### config.mk
export PLATFORM = sky130hd
export DESIGN_NAME = draw_sequencer_flat
export DESIGN_NICKNAME = d
export VERILOG_FILES = /design/src/rtl/draw_sequencer_if.sv /design/src/rtl/draw_sequencer.sv /design/src/flat_wrapper.sv
export SDC_FILE = /design/constraint.sdc
export NUM_CORES = 1
export LEC_CHECK = 0
export ABC_AREA = 0
export CAP_MARGIN = 20
export CORE_ASPECT_RATIO = 1.5
export CORE_UTILIZATION = 48
export DETAILED_ROUTE_END_ITERATION = 16
export HOLD_SLACK_MARGIN = 0.06
export PLACE_DENSITY = 0.74
export SLEW_MARGIN = 15
export SYNTH_ARGS = -nofsm -noshare
export SYNTH_HDL_FRONTEND = slang
export SYNTH_SLANG_ARGS = --single-unit
### constraint.sdc
create_clock -name Clk -period 2.1 [get_ports Clk]
set_clock_uncertainty 0.05 [all_clocks]
set_input_delay 0.42 -clock Clk [delete_from_list [all_inputs] [get_ports Clk]]
set_output_delay 0.42 -clock Clk [all_outputs]
set_load 0.02 [all_outputs]
### src/rtl/draw_sequencer_if.sv
// Draw-engine scheduling bus: frame timing, client requests, engine
// ownership and the buffer-swap handshake with the display side.
interface draw_sequencer_if #(
  parameter int NUM_REQ = 4
);
  logic               frame_start;
  logic [NUM_REQ-1:0] req;
  logic               draw_done;
  logic               swap_ack;
  logic [NUM_REQ-1:0] grant;
  logic               draw_start;
  logic               swap_req;
  logic               frame_done;
  logic               busy;
  logic [7:0]         overrun_cnt;
  logic [NUM_REQ-1:0] timeout_err;

  // Sequencer side: owns grants and the swap handshake.
  modport master (
    input  frame_start, req, draw_done, swap_ack,
    output grant, draw_start, swap_req, frame_done, busy, overrun_cnt, timeout_err
  );

  // Environment side: frame timing, draw clients and display.
  modport slave (
    output frame_start, req, draw_done, swap_ack,
    input  grant, draw_start, swap_req, frame_done, busy, overrun_cnt, timeout_err
  );
endinterface

### src/rtl/draw_sequencer.sv
// Per-frame draw scheduler. On each frame tick the requesting clients are
// latched and serviced once each, lowest index (background layer) first,
// with a watchdog that force-releases a client that never reports done.
// After the last client the buffer swap is requested from the display side.
//
// state | meaning
// IDLE  | waiting for frame_start
// ARB   | picking the next pending client, or starting the swap
// WAIT  | a client owns the engine; watchdog running
// SWAP  | swap_req raised, waiting for swap_ack
module draw_sequencer #(
  parameter int NUM_REQ = 4,
  parameter int TIMEOUT = 65536
) (
  input logic              Clk,
  input logic              RESET,
  draw_sequencer_if.master bus
);

  localparam int WDOG_W = $clog2(TIMEOUT + 1);
  localparam logic [WDOG_W-1:0] WDOG_LAST = WDOG_W'(TIMEOUT - 1);
  localparam logic [NUM_REQ-1:0] REQ_ONE = {{(NUM_REQ-1){1'b0}}, 1'b1};

  typedef enum logic [1:0] {
    IDLE = 2'd0,
    ARB  = 2'd1,
    WAIT = 2'd2,
    SWAP = 2'd3
  } state_t;

  state_t              state, state_nxt;
  logic [NUM_REQ-1:0]  pending, pending_nxt;
  logic [NUM_REQ-1:0]  grant_q, grant_nxt;
  logic [NUM_REQ-1:0]  tout_q, tout_nxt;
  logic [WDOG_W-1:0]   wdog, wdog_nxt;
  logic [7:0]          overrun_q, overrun_nxt;
  logic                draw_start_q, draw_start_nxt;
  logic                swap_req_q, swap_req_nxt;
  logic                frame_done_q, frame_done_nxt;
  logic [NUM_REQ-1:0]  low_pending;

  // Lowest set bit of pending: the bottom-most layer still to be drawn.
  assign low_pending = pending & (~pending + REQ_ONE);

  // Next-state and next-output decode.
  always_comb begin
    state_nxt      = state;
    pending_nxt    = pending;
    grant_nxt      = grant_q;
    tout_nxt       = tout_q;
    wdog_nxt       = wdog;
    overrun_nxt    = overrun_q;
    draw_start_nxt = 1'b0;
    swap_req_nxt   = swap_req_q;
    frame_done_nxt = 1'b0;

    if (bus.frame_start && (state != IDLE) && (overrun_q != 8'hFF))
      overrun_nxt = overrun_q + 8'd1;

    case (state)
      IDLE: begin
        if (bus.frame_start) begin
          pending_nxt = bus.req;
          state_nxt   = ARB;
        end
      end
      ARB: begin
        if (pending != '0) begin
          grant_nxt      = low_pending;
          draw_start_nxt = 1'b1;
          pending_nxt    = pending & ~low_pending;
          wdog_nxt       = '0;
          state_nxt      = WAIT;
        end else begin
          swap_req_nxt = 1'b1;
          state_nxt    = SWAP;
        end
      end
      WAIT: begin
        wdog_nxt = wdog + 1'b1;
        // A done arriving on the last watchdog cycle still counts as a clean finish.
        if (bus.draw_done) begin
          grant_nxt = '0;
          state_nxt = ARB;
        end else if (wdog == WDOG_LAST) begin
          tout_nxt  = tout_q | grant_q;
          grant_nxt = '0;
          state_nxt = ARB;
        end
      end
      SWAP: begin
        if (bus.swap_ack) begin
          swap_req_nxt   = 1'b0;
          frame_done_nxt = 1'b1;
          state_nxt      = IDLE;
        end
      end
      default: state_nxt = IDLE;
    endcase
  end

  // State and registered outputs; reset revokes any grant without flagging it.
  always_ff @(posedge Clk) begin
    if (RESET) begin
      state        <= IDLE;
      pending      <= '0;
      grant_q      <= '0;
      tout_q       <= '0;
      wdog         <= '0;
      overrun_q    <= '0;
      draw_start_q <= 1'b0;
      swap_req_q   <= 1'b0;
      frame_done_q <= 1'b0;
    end else begin
      state        <= state_nxt;
      pending      <= pending_nxt;
      grant_q      <= grant_nxt;
      tout_q       <= tout_nxt;
      wdog         <= wdog_nxt;
      overrun_q    <= overrun_nxt;
      draw_start_q <= draw_start_nxt;
      swap_req_q   <= swap_req_nxt;
      frame_done_q <= frame_done_nxt;
    end
  end

  assign bus.grant       = grant_q;
  assign bus.draw_start  = draw_start_q;
  assign bus.swap_req    = swap_req_q;
  assign bus.frame_done  = frame_done_q;
  assign bus.overrun_cnt = overrun_q;
  assign bus.timeout_err = tout_q;
  assign bus.busy        = (state != IDLE);

endmodule

### src/flat_wrapper.sv
// flat-port wrapper written by rule: the top's interface ports become plain ports
module draw_sequencer_flat 
#(
  parameter int NUM_REQ = 4,
  parameter int TIMEOUT = 65536
)
  (Clk, RESET, bus_frame_start, bus_req, bus_draw_done, bus_swap_ack, bus_grant, bus_draw_start, bus_swap_req, bus_frame_done, bus_busy, bus_overrun_cnt, bus_timeout_err);
  draw_sequencer_if #(.NUM_REQ(NUM_REQ)) bus_i ();
  input logic Clk;
  input logic RESET;
  input wire logic [$bits(bus_i.frame_start)-1:0] bus_frame_start;
  input wire logic [$bits(bus_i.req)-1:0] bus_req;
  input wire logic [$bits(bus_i.draw_done)-1:0] bus_draw_done;
  input wire logic [$bits(bus_i.swap_ack)-1:0] bus_swap_ack;
  output wire logic [$bits(bus_i.grant)-1:0] bus_grant;
  output wire logic [$bits(bus_i.draw_start)-1:0] bus_draw_start;
  output wire logic [$bits(bus_i.swap_req)-1:0] bus_swap_req;
  output wire logic [$bits(bus_i.frame_done)-1:0] bus_frame_done;
  output wire logic [$bits(bus_i.busy)-1:0] bus_busy;
  output wire logic [$bits(bus_i.overrun_cnt)-1:0] bus_overrun_cnt;
  output wire logic [$bits(bus_i.timeout_err)-1:0] bus_timeout_err;
  assign bus_i.frame_start = bus_frame_start;
  assign bus_i.req = bus_req;
  assign bus_i.draw_done = bus_draw_done;
  assign bus_i.swap_ack = bus_swap_ack;
  assign bus_grant = bus_i.grant;
  assign bus_draw_start = bus_i.draw_start;
  assign bus_swap_req = bus_i.swap_req;
  assign bus_frame_done = bus_i.frame_done;
  assign bus_busy = bus_i.busy;
  assign bus_overrun_cnt = bus_i.overrun_cnt;
  assign bus_timeout_err = bus_i.timeout_err;
  draw_sequencer #(.NUM_REQ(NUM_REQ), .TIMEOUT(TIMEOUT)) u_core (.Clk(Clk), .RESET(RESET), .bus(bus_i));
endmodule
==> After elaboration in Yosys (flattened, before gate mapping) <==
Cells that the tools add are included.
{ "totals": {"reg_bits": 42, "wordCells": 66, "out_inout_bits": 20, "input_bits": 9} }
{ "op_classes": {"n_eq_ne": 10, "muxes": 20, "reduce_logical": 16, "addsub": 3, "bitwise_logic": 8} }
{ "ops": {"columns": ["cell", "n"], "rows": [
  ["$pmux W17 S2", 1],
  ["$mux W4", 5],
  ["$add A17 B1 Y17 const B", 1],
  ["$eq A17 B16 Y1 const B", 1],
  ["$mux W17", 1],
  ["$pmux W4 S2", 2],
  ["$reduce_and A3 Y1", 5],
  ["$add A8 B1 Y8 const B", 1],
  ["$and A4 B4 Y4", 2],
  ["$mux W2", 4],
  ["$ne A8 B8 Y1 const B", 1],
  ["$not A4 Y4", 2],
  ["$pmux W2 S4", 1],
  ["$reduce_bool A2 Y1", 4],
  ["$ne A2 B2 Y1 const B", 3],
  ["$mux W1", 5],
  ["$add A4 B1 Y4 const B", 1],
  ["$eq A2 B2 Y1 const B", 2],
  ["$or A4 B4 Y4", 1],
  ["$reduce_bool A4 Y1", 1],
  ["$reduce_or A2 Y1", 2],
  ["$ne A3 B2 Y1 const B", 1],
  ["$not A1 Y1", 3],
  ["$eq A2 B1 Y1 const B", 1],
  ["5 further kinds", 6]
]} }

==> Logic depth before layout (Yosys ltp) <==
{ "depth": {"depth_word": 7, "depth_mapped": 9, "mapped_depth_nobuf": 8} }

==> Worst setup path after synthesis <==
Ideal clock, no wire load.
{ "synth_path": {"path_type": "reg2reg", "startpoint": "reg u_core.wdog[7]", "endpoint": "reg u_core.grant_q[0] (netlist: u_core.bus.grant[0])", "arrival_ps": 1880, "setup_slack_ps": 43, "period_less_slack_ps": 2057, "setup_ps": 128, "required_time_ps": 1922, "path_stages_with_launch": 10, "n_path_buf": 1, "cell_sequence": "dfxtp_1 > and4_1 > clkbuf_1 > nand3_1 > nor3_1 > ha_1 > nor3b_1 > a211oi_2 > mux2i_1 > nor2_1"} }
{ "synth_between": {"elab_chain_len": 3} }
{ "synth_lines": {"columns": ["item", "line", "rtl"], "rows": [
  ["start, declared", "draw_sequencer.sv:35", "logic [WDOG_W-1:0] wdog, wdog_nxt;"],
  ["start signal, assigned", "draw_sequencer.sv:119", "wdog <= wdog_nxt;"],
  ["$eq A17 B16 Y1", "draw_sequencer.sv:85", "end else if (wdog == WDOG_LAST) begin"],
  ["$ne A3 B2 Y1 (no line)", null, null],
  ["$reduce_and A3 Y1 (no line)", null, null],
  ["end signal, assigned", "draw_sequencer.sv:117", "grant_q <= grant_nxt;"],
  ["end, declared", "draw_sequencer.sv:33", "logic [NUM_REQ-1:0] grant_q, grant_nxt;"]
]} }
Every way passes these cells.
A chain may end at the register's enable or synchronous reset.

==> Worst setup path in the final report <==
{ "layout_path": {"startpoint": "reg u_core.wdog[0]", "endpoint": "reg u_core.grant_q[0] (netlist: u_core.bus.grant[0])"} }
The elaborated chain is that of the path after synthesis.

==> impl_metrics.tcl <==
set metrics [dict create \
    status "finished, final reports clean" \
    io_buffer_count 28 \
    worstPathMaxFanout 4 \
    routedWlPerCell_um 13.6 \
    htreeDepth 2 \
    finalNetCount 288 \
    fp.dieW_um 55.3 \
    drtIter0Drc 58 \
    ant_nets 0 \
    synth_area_per_cell_um2 8.58 \
    place_congestion 0.796 \
    maxCapViolations 0 \
    report.final.setup_viol 0 \
    crit_arrival_ps 2080 \
    synth-seq-cells 42 \
    ys_top_cells_by_area "dfxtp_1 (41%), a21oi_1 (5.6%), nor2_1 (5.3%), ha_1 (4.9%), mux2i_1 (4.4%)" \
    drive_above_1_share_pct 11.0 \
    grt_use_total_pct 20.3 \
    antenna_found_initial 0 \
    drc 0 \
    rows 28 \
    hold-worst-slack_ps 421 \
    grt_overflow 0 \
    powerDensity_nw_per_um2 774 \
    totalWireLength_mm 4.30 \
    viasPerCell 5.64 \
    rsz0062_at_grt "no" \
    period_minus_slack_ps 1950 \
    grt_pass1_wl_mm 7.27 \
    leakage_nw 0.918 \
    synthArstFlopShare_pct 0 \
    dp_hpwl_mm 3.11 \
    start_kind "flip-flop" \
    hold_viol 0 \
    dr.pass1.iters 4 \
    num_antenna_cells 0 \
    tns_ps 0 \
    synthMostInstantiatedCell "dfxtp_1" \
    insertion_delay_ps 290 \
    finalCritPeriodShare_pct 92.7 \
    grt_max_degree 29 \
    clock-sinks 42 \
    required_ps 2230 \
    cp-end-kind "flip-flop" \
    synth_commonest_cells "dfxtp_1 (42), nor2_1 (29), a21oi_1 (23)" \
    synthesis.area_um2 2040 \
    drv_slew 0 \
    core_um2 3990 \
    synthDominantCellAreaShare_pct 41.2 \
    dieHeight_um 81.9 \
    r2r_cells 9 \
    fmax_ghz 0.514 \
    cts_root_buf "clkbuf_8" \
    synth_edf_count 0 \
    cts_tree "done" \
    synth_flop_cell "dfxtp_1" \
    ys_warn_count 0 \
    via_count 1788 \
    post_cts_buffers 0 \
    hold_path.class "reg2reg" \
    clock_tree.buffer_depth 2 \
    clk_pin_slew_ps 80 \
    ys_types 43 \
    start_util_pct 51.1 \
    whs_path_depth 2 \
    yosysSeqAreaShare_pct 41.2 \
    peakVddDrop_uv 589 \
    netlist_instances 238 \
    first_global_vias 1682 \
    cts_buffers 5 \
    relSlewSlack_pct 67.0 \
    synth_top_area_cell "dfxtp_1" \
    area_growth_pct 23.3 \
    criticalPathCategory "reg2reg" \
    die_area_um2 4520 \
    tightest_slew_ps 491 \
    ioPinCount 29 \
    synth_nets 255 \
]
final timing paths:
check / startpoint / to / slack, ps
max: u_core.wdog[0]$_SDFFE_PP0P_ / u_core.bus.grant[0]$_SDFFE_PP0P_ / 150
min: u_core.bus.timeout_err[2]$_SDFFE_PP0P_ / u_core.bus.timeout_err[2]$_SDFFE_PP0P_ / 420
max reg2reg: u_core.wdog[0]$_SDFFE_PP0P_ / u_core.bus.grant[0]$_SDFFE_PP0P_ / 150
min reg2reg: u_core.bus.timeout_err[2]$_SDFFE_PP0P_ / u_core.bus.timeout_err[2]$_SDFFE_PP0P_ / 420
layer usage:
metal	share of wire (%)	vias to the layer above	wire (um)	track usage, %
met2	52	33	2240	38.9
met5	0	-	0	0
li1	-	910	-	-
met1	42	835	1820	21.0
met4	2.8	0	119	10.5
met3	2.9	10	124	3.78
registers in the layout (all words and copies together) (netlist names):
name and cells:
u_core.state 2, u_core.bus.draw_start 1, u_core.bus.swap_req 1, u_core.wdog 17, u_core.pending 4, u_core.bus.overrun_cnt 8
u_core.bus.timeout_err 4, u_core.bus.frame_done 1, u_core.bus.grant 4
cells by family (layout without fill, tap and decap cells):
family / Yosys count / after routing / synth area share (%)
flops: 42 / 42 / 41.2
fa+ha+maj: 8 / 8 / 4.90
simple gates: 86 / 86 / 22.7
compound gates: 61 / 61 / 18.7
buf+inv: 25 / 59 / 5.15
xor+xnor: 7 / 7 / 3.00
mux: 9 / 9 / 4.41
through the flow:
step                      std cells  util [%]  total power [W]  setup slack (ps)  area (um^2)
after global placement          309      59.8          0.00136               142         2390
after CTS                       317      62.6          0.00197              60.8         2500
after global routing            317      63.1          0.00205              19.4         2520
after floorplan                 238         -          0.00121              42.6         2040
after detailed placement        309      59.8          0.00136              76.4         2390
final                           317      63.1          0.00195               153         2520
layout make-up:
| type | instances | area [um^2] |
|---|---|---|
| tap | 45 | 56.3 |
| inverter | 15 | 56.3 |
| multi-input combinational | 171 | 1110 |
| fill | 375 | 1480 |
| timing repair buffer | 36 | 339 |
| clock buffer | 8 | 110 |
| sequential | 42 | 845 |
cell usage in the layout (no fill, tap or decap), drive strengths merged, types with 3 or more instances in the layout:
cell / n
inv: 14
nor2b: 4
ha: 8
xor2: 3
mux2i: 9
and4: 3
o21ai: 18
and3: 4
clkdlybuf4s50: 27
a211oi: 4
or3: 11
nor3: 6
o211ai: 4
nand2: 8
xnor2: 4
buf: 8
nand4: 6
a21oi: 23
clkbuf: 8
dfxtp: 42
nor2: 29
nand3: 8
critical path: stages (launching register included):
cell,delay (ps)
dfxtp_1,400
ha_2,240
nand2_1,80
nor3_2,190
ha_1,190
nor3b_1,80
a211oi_2,210
buf_4,180
mux2i_1,180
nor2_1,50
where the power goes:
| group | internal [W] | total, W | leakage (nW) | switching, W |
|---|---|---|---|---|
| Sequential | 0.000831 | 0.000872 | 0.341 | 0.0000414 |
| Combinational | 0.000210 | 0.000476 | 0.519 | 0.000266 |
| Clock | 0.000332 | 0.000601 | 0.0575 | 0.000269 |
what timing repair did:
item                       4_1_cts  5_1_grt
gates resized for setup          1        8
setup endpoints to repair        1       18
hold buffers                     0        0
hold endpoints to repair         0        0
pin swaps                        0        1
cloned                           0        0
Power figures use the tool's default switching activity.
